`config.mk`:
```
export PLATFORM = sky130hd
export DESIGN_NAME = n2nbyn_b2_seq_divider
export DESIGN_NICKNAME = d
export VERILOG_FILES = /design/src/rtl/n2nbyn_b2_seq_divider.sv
export SDC_FILE = /design/constraint.sdc
export NUM_CORES = 1
export LEC_CHECK = 0
export ABC_AREA = 1
export ABC_CLOCK_PERIOD_IN_PS = 2500
export CORE_MARGIN = 1
export CORE_UTILIZATION = 30
export DETAILED_ROUTE_END_ITERATION = 16
export MAX_ROUTING_LAYER = met4
export PLACE_DENSITY = 0.56
export SYNTH_ARGS = -nofsm -noshare
export SYNTH_HDL_FRONTEND = slang
export SYNTH_SLANG_ARGS = --single-unit
```
`constraint.sdc`:
```
create_clock -name clock -period 2.5 [get_ports clock]
set_clock_uncertainty 0.2 [all_clocks]
set_input_delay 0.375 -clock clock [delete_from_list [all_inputs] [get_ports clock]]
set_output_delay 0.375 -clock clock [all_outputs]
set_load 0.03 [all_outputs]
```
`src/rtl/n2nbyn_b2_seq_divider.sv`:
```
// Sequential restoring divider: 2N-bit dividend by N-bit divisor, one quotient bit per clock,
// MSB first, with a feasibility check and an soc/eoc handshake.
module n2nbyn_b2_seq_divider #(
  parameter int N = 4
) (
  input  logic           clock,
  input  logic           reset_,
  input  logic           soc,
  input  logic [2*N-1:0] x,
  input  logic [N-1:0]   y,
  output logic           eoc,
  output logic [N-1:0]   q,
  output logic [N-1:0]   r,
  output logic           no_div
);

  localparam int CW = $clog2(N + 1);

  typedef enum logic [1:0] {IDLE, CALC, DONE} state_t;

  state_t        state;
  logic [N-1:0]  x_lo;
  logic [N-1:0]  y_reg;
  logic [N-1:0]  p;
  logic [N-1:0]  quo;
  logic [CW-1:0] cnt;
  logic          inf;

  logic [N:0]    t;
  logic [N:0]    diff;
  logic          qbit;
  logic [N-1:0]  p_next;

  // P < y holds at every step start, so T - y always fits back into N bits.
  always_comb begin
    t      = {p, x_lo[N-1]};
    diff   = t - {1'b0, y_reg};
    qbit   = (t >= {1'b0, y_reg});
    p_next = qbit ? diff[N-1:0] : t[N-1:0];
  end

  always_ff @(posedge clock or negedge reset_) begin
    if (!reset_) begin
      state  <= IDLE;
      eoc    <= 1'b1;
      q      <= '0;
      r      <= '0;
      no_div <= 1'b0;
      x_lo   <= '0;
      y_reg  <= '0;
      p      <= '0;
      quo    <= '0;
      cnt    <= '0;
      inf    <= 1'b0;
    end else begin
      case (state)
        IDLE: begin
          if (soc) begin
            eoc   <= 1'b0;
            y_reg <= y;
            x_lo  <= x[N-1:0];
            quo   <= '0;
            if ((y == '0) || (x[2*N-1:N] >= y)) begin
              inf   <= 1'b1;
              state <= DONE;
            end else begin
              inf   <= 1'b0;
              p     <= x[2*N-1:N];
              cnt   <= CW'(N);
              state <= CALC;
            end
          end
        end
        CALC: begin
          p    <= p_next;
          quo  <= {quo[N-2:0], qbit};
          x_lo <= {x_lo[N-2:0], 1'b0};
          cnt  <= cnt - CW'(1);
          if (cnt == CW'(1)) state <= DONE;
        end
        DONE: begin
          if (!soc) begin
            eoc   <= 1'b1;
            state <= IDLE;
            if (inf) begin
              q      <= '0;
              r      <= '0;
              no_div <= 1'b1;
            end else begin
              q      <= quo;
              r      <= p;
              no_div <= 1'b0;
            end
          end
        end
        default: state <= IDLE;
      endcase
    end
  end

endmodule

```
# Word level (Yosys, flattened, before mapping)
# Cells that the tools add are included.
totals:
  reg_bits: 32
  input_bits: 15
  out_inout_bits: 10
  wordCells: 57
op_classes:
  add_sub_neg: 2
  magnitude_cmp: 2
  eq_ne: 7
  muxes: 23
  bitwise: 1
  n_reduce_logical: 11
op_table:
  columns: ["cell", "count"]
  rows:
  - ["$mux W4", 7]
  - ["$pmux W4 S2", 3]
  - ["$reduce_and A3 Y1", 3]
  - ["$mux W2", 4]
  - ["$ne A2 B2 Y1 const B", 4]
  - ["$mux W3", 2]
  - ["$pmux W2 S3", 1]
  - ["$pmux W3 S2", 1]
  - ["$reduce_and A2 Y1", 3]
  - ["$ge A5 B4 Y1", 1]
  - ["$ge A4 B4 Y1", 1]
  - ["$logic_not A4 Y1", 1]
  - ["$mux W1", 4]
  - ["$reduce_bool A2 Y1", 2]
  - ["$sub A4 B4 Y4", 1]
  - ["$eq A3 B1 Y1 const B", 1]
  - ["$sub A3 B1 Y3 const B", 1]
  - ["$eq A2 B1 Y1 const B", 1]
  - ["$eq A2 B2 Y1 const B", 1]
  - ["$logic_not A2 Y1", 1]
  - ["$pmux W1 S2", 1]
  - ["$logic_or A1 B1 Y1", 1]
  - ["$not A1 Y1", 1]

# Longest topological paths before layout
depth:
  word_depth: 5
  ltp_mapped: 13

# Least setup slack after synthesis
# No wires, ideal clock.
synth_timing:
  path_kind: "reg2reg"
  from: "reg p[1]"
  to: "reg p[1]"
  setup_ns: 0.117
  t_arrival_ns: 1.399
  required_time_ns: 2.183
  slack_ns: 0.783
  stages_incl_launch_ff: 10
  n_path_buf: 0
  path_cell_list: "dfrtp_1 > ha_1 > a21oi_2 > nand2_1 > nand2_1 > nand2_2 > nand2_1 > nand3_1 > nand3_1 > nand2_1"
synth_between:
  elab_chain_len: 3
synth_rtl:
  columns: ["item", "line_no", "text"]
  rows:
  - ["from (decl)", "24", "logic [N-1:0] p;"]
  - ["from (signal assigned)", "68", "p <= x[2*N-1:N];"]
  - ["from (signal assigned)", "75", "p <= p_next;"]
  - ["$ge A5 B4 Y1", "38", "qbit = (t >= {1'b0, y_reg});"]
  - ["$mux W4", "39", "p_next = qbit ? diff[N-1:0] : t[N-1:0];"]
  - ["$pmux W4 S2", "56", "case (state)"]
# Every way passes these cells.
# A chain may end at the register's enable or synchronous reset.

# Worst setup path in the final report
layout_timing:
  from: "in y[3]"
  to: "reg cnt[1]"
layout_between:
  elab_chain_len: 4
  word_cells_on_any_way: 5
  classes_between: "order compare (1); eq/ne (1); reduce/logical (3)"
layout_rtl:
  columns: ["item", "line_no", "text"]
  rows:
  - ["from (decl)", "10", "input logic [N-1:0] y,"]
  - ["$ge A4 B4 Y1 or $logic_not A4 Y1 (tied branches)", "63", "if ((y == '0) || (x[2*N-1:N] >= y)) begin"]
  - ["$logic_or A1 B1 Y1 *", "63", null]
  - ["$ne A2 B2 Y1 (no line) *", null, null]
  - ["$reduce_and A3 Y1 (no line) *", null, null]
  - ["to (signal assigned)", "69", "cnt <= CW'(N);"]
  - ["to (signal assigned)", "78", "cnt <= cnt - CW'(1);"]
  - ["to (decl)", "26", "logic [CW-1:0] cnt;"]
# Every way passes the cells marked *; elsewhere a longest branch is shown, timed or not.

==> impl_results.md <==
* Pre-CTS WS at 0.148 ns
* I/O pin count at 25
* R2R Path Start: p[1]$_DFFE_PN0P_
* Fmax at slightly below 500 MHz
* Psw at 1.24 mW
* Die X at approximately 77 um
* Fin area at approximately 2100 sq um
* Final worst setup slack at approximately 0.45 ns
* Async SR Flop Fraction at 100%
* Number of synthesized flops with an enable pin at 0
* CTS tree: yes
* Layout cell share with drive strength beyond 1 at between 10 and 15%
* Pre-Repair DR Iteration Count at 4
* Via Count at between 1k and 1.5k
* Synth-to-Final Area Change at 25.7%
* Sequential area share after synthesis at a little under half
* Clock group share of total power at ~17%
* Hold Path Class: flip-flop to flip-flop
* Final estimated routing congestion in global placement at 0.823
* Number of global-route vias before repair at ~1.2k
* Fin. Hold Viols at 0
* Crit Path Class: input port to flip-flop
* TritonCTS Sinks at 32
* Number of buffers created by CTS at 5
* Yosys cell types at 32
* Resize count post-CTS at 0
* Post-DP HPWL at between 2000 and 3000 um
* Post-CTS Hold Fix Bufs at 0
* Starting Density at a little under a third
* RSZ-0062 raised after global routing: false
* Crit path from: y[3]
* Rows at 27
* Setup TNS at 0 ns
* Crit start category: input port
* Syn nets at ~220
* Ys Warns at 0
* Die extent in y at 77.5 um
* Final Critical Period at ~2.1 ns
* Internal at ~1.6 mW
* Most frequent cells in the layout: nand2_1 (52), dfrtp_1 (31), inv_1 (26)
* Most common flop cell mapped by yosys: dfrtp_1
* Seq pwr share at approximately 33%
* Residual DRC at 0
* Clk_lat worst skew at 0.29 ns
* Max VDD drop at 444 uV
* Root Buffer: clkbuf_8
* Largest net degree at the start of global routing at 33
* LEAKAGE at ~1.0 nW
* Status: complete, no violations
* CP arrival at just over 2 ns
* Power Density at between 1000 and 1500 nW/um^2
* Routed vias/inst at 4.48
* Total die area at 6000 sq um
* Placed cell areas at just over 2000 sq um
* Hold Crit Start: eoc$_DFFE_PN1P_
* Critical Path End Type: flip-flop
* #FFs+latches synth at 32
* Post-CTS setup buffer count at 0
* Logic pwr share at 50.1%
* Cell Area, Synth at about 1700 sq um
* Overflow after GRT at 0
* Core area at approximately 5500 sq um
* Final setup viols at 0
* Tcrit/Tclk final at a little over 80%
* # nets final at about 250
* Worst-path maximum fanout at 7
* Slew @ Worst Pin at 0.421 ns
* WL per Instance at between 10 and 15 um
* Slew Viols, Final at 0
* DRT iter0 DRCs at 47
* First-pass GRT wire length at roughly 5900 um
* CTS H-tree lvls at 2
* Clk pin slew, worst setup/hold paths at ~0.070 ns
* Maximum Capacitance Violations at 0
* ANT cells at 0
* Wirelength, routed at approximately 3400 um
* Switching share of power at a little over two fifths
* Relative slew margins at between 70 and 80%
* Avg Inst Size Synth at 8.95 sq um
* Clock buffer depth at 2
* CP required at around 2.5 ns
* GRT Resource Usage Total at 13.4%
* Synth Instances at 191
* Commonest non-fill, non-tap cell in the layout: nand2_1
* Post-DRT Antenna Nets at 0
* IO Port Bufs at 24
* Initial antenna violation count at 0
path summary, 6_finish.rpt:
kind	to	slack, ns	cells past startpoint
max in group asynchronous	eoc$_DFFE_PN1P_	1.47	2
setup reg to reg	p[0]$_DFFE_PN0P_	0.56	9
setup / recovery	cnt[1]$_DFFE_PN0P_	0.45	9
min in group asynchronous	p[3]$_DFFE_PN0P_	0.29	2
hold reg to reg	eoc$_DFFE_PN1P_	0.27	2
hold / removal	eoc$_DFFE_PN1P_	0.27	2
synthesized netlist by cell type (2+ instances only):
| library cell | instances | area, sq um |
|---|---|---|
| inv_2 | 4 | 15.0 |
| buf_2 | 2 | 10.0 |
| a21oi_1 | 2 | 10.0 |
| a22oi_1 | 2 | 15.0 |
| inv_1 | 26 | 97.6 |
| dfrtp_1 | 31 | 776 |
| a22o_1 | 3 | 26.3 |
| o22ai_1 | 3 | 18.8 |
| nand3_1 | 15 | 75.1 |
| nor2_4 | 2 | 22.5 |
| nor2_1 | 2 | 7.51 |
| o21ai_0 | 9 | 45.0 |
| nand4_1 | 2 | 12.5 |
| o211ai_1 | 3 | 22.5 |
| nand2_1 | 52 | 195 |
| o21ai_2 | 5 | 43.8 |
| ha_1 | 10 | 125 |
| inv_4 | 2 | 12.5 |
| nand2_2 | 3 | 18.8 |
through the flow:
| step | power [mW] | hold slack, ns | utilization (%) | instances |
|---|---|---|---|---|
| 6_report | 2.85 | 0.269 | 39.0 | 294 |
| 5_1_grt | 3.10 | 0.306 | 39.0 | 294 |
| 4_1_cts | 2.88 | 0.275 | 39.0 | 294 |
| 3_5_place_dp | 2.38 | 0.262 | 37.0 | 286 |
| 3_3_place_gp | 2.35 | 0.256 | 37.0 | 286 |
| 2_1_floorplan | 1.98 | -0.121 | - | 191 |
final cells by class:
class / instances / area, sq um
Fill cell: 558 / 3360
Sequential cell: 32 / 802
Multi-Input combinational cell: 125 / 772
Timing Repair Buffer: 25 / 248
Inverter: 32 / 125
Tap cell: 72 / 90.1
Clock buffer: 5 / 68.8
Clock inverter: 3 / 42.5
kinds of logic (layout without fill, tap and decap cells):
family                     Yosys count  in the layout  share of synthesized area (%)
buffers and inverters               34             65                           7.91
AOI/OAI and AO/OA                   31             31                           13.1
adders and majority gates           11             11                           8.49
xor gates and xnor gates             2              2                           1.03
and+or+nand+nor                     81             81                           22.5
DFF                                 32             32                           46.9
power by group through the flow:
| stage | Combinational [mW] | Clock, mW | Sequential, mW |
|---|---|---|---|
| 2_1_floorplan | 0.932 | 0 | 1.04 |
| 3_3_place_gp | 1.42 | 0 | 0.932 |
| 3_5_place_dp | 1.44 | 0 | 0.937 |
| 4_1_cts | 1.44 | 0.515 | 0.927 |
| 5_1_grt | 1.60 | 0.541 | 0.958 |
| 6_report | 1.43 | 0.497 | 0.925 |
critical path: stages:
cell	delay [ns]
clkdlybuf4s50_1	0.48
inv_1	0.05
ha_1	0.32
a21oi_1	0.16
nand4_1	0.24
nand2_1	0.15
nand2_2	0.11
nand2_1	0.08
o21ai_0	0.07
per-layer routing:
metal  vias up  global-route usage (%)  share of wire (%)
met2        29                    19.0                 43
li1        684                       -                  -
met3         7                    4.24                3.9
met5         -                       -                  0
met1       596                    17.7                 51
met4         0                    5.09                1.7
No activity file was read; power rests on OpenSTA's default activity.
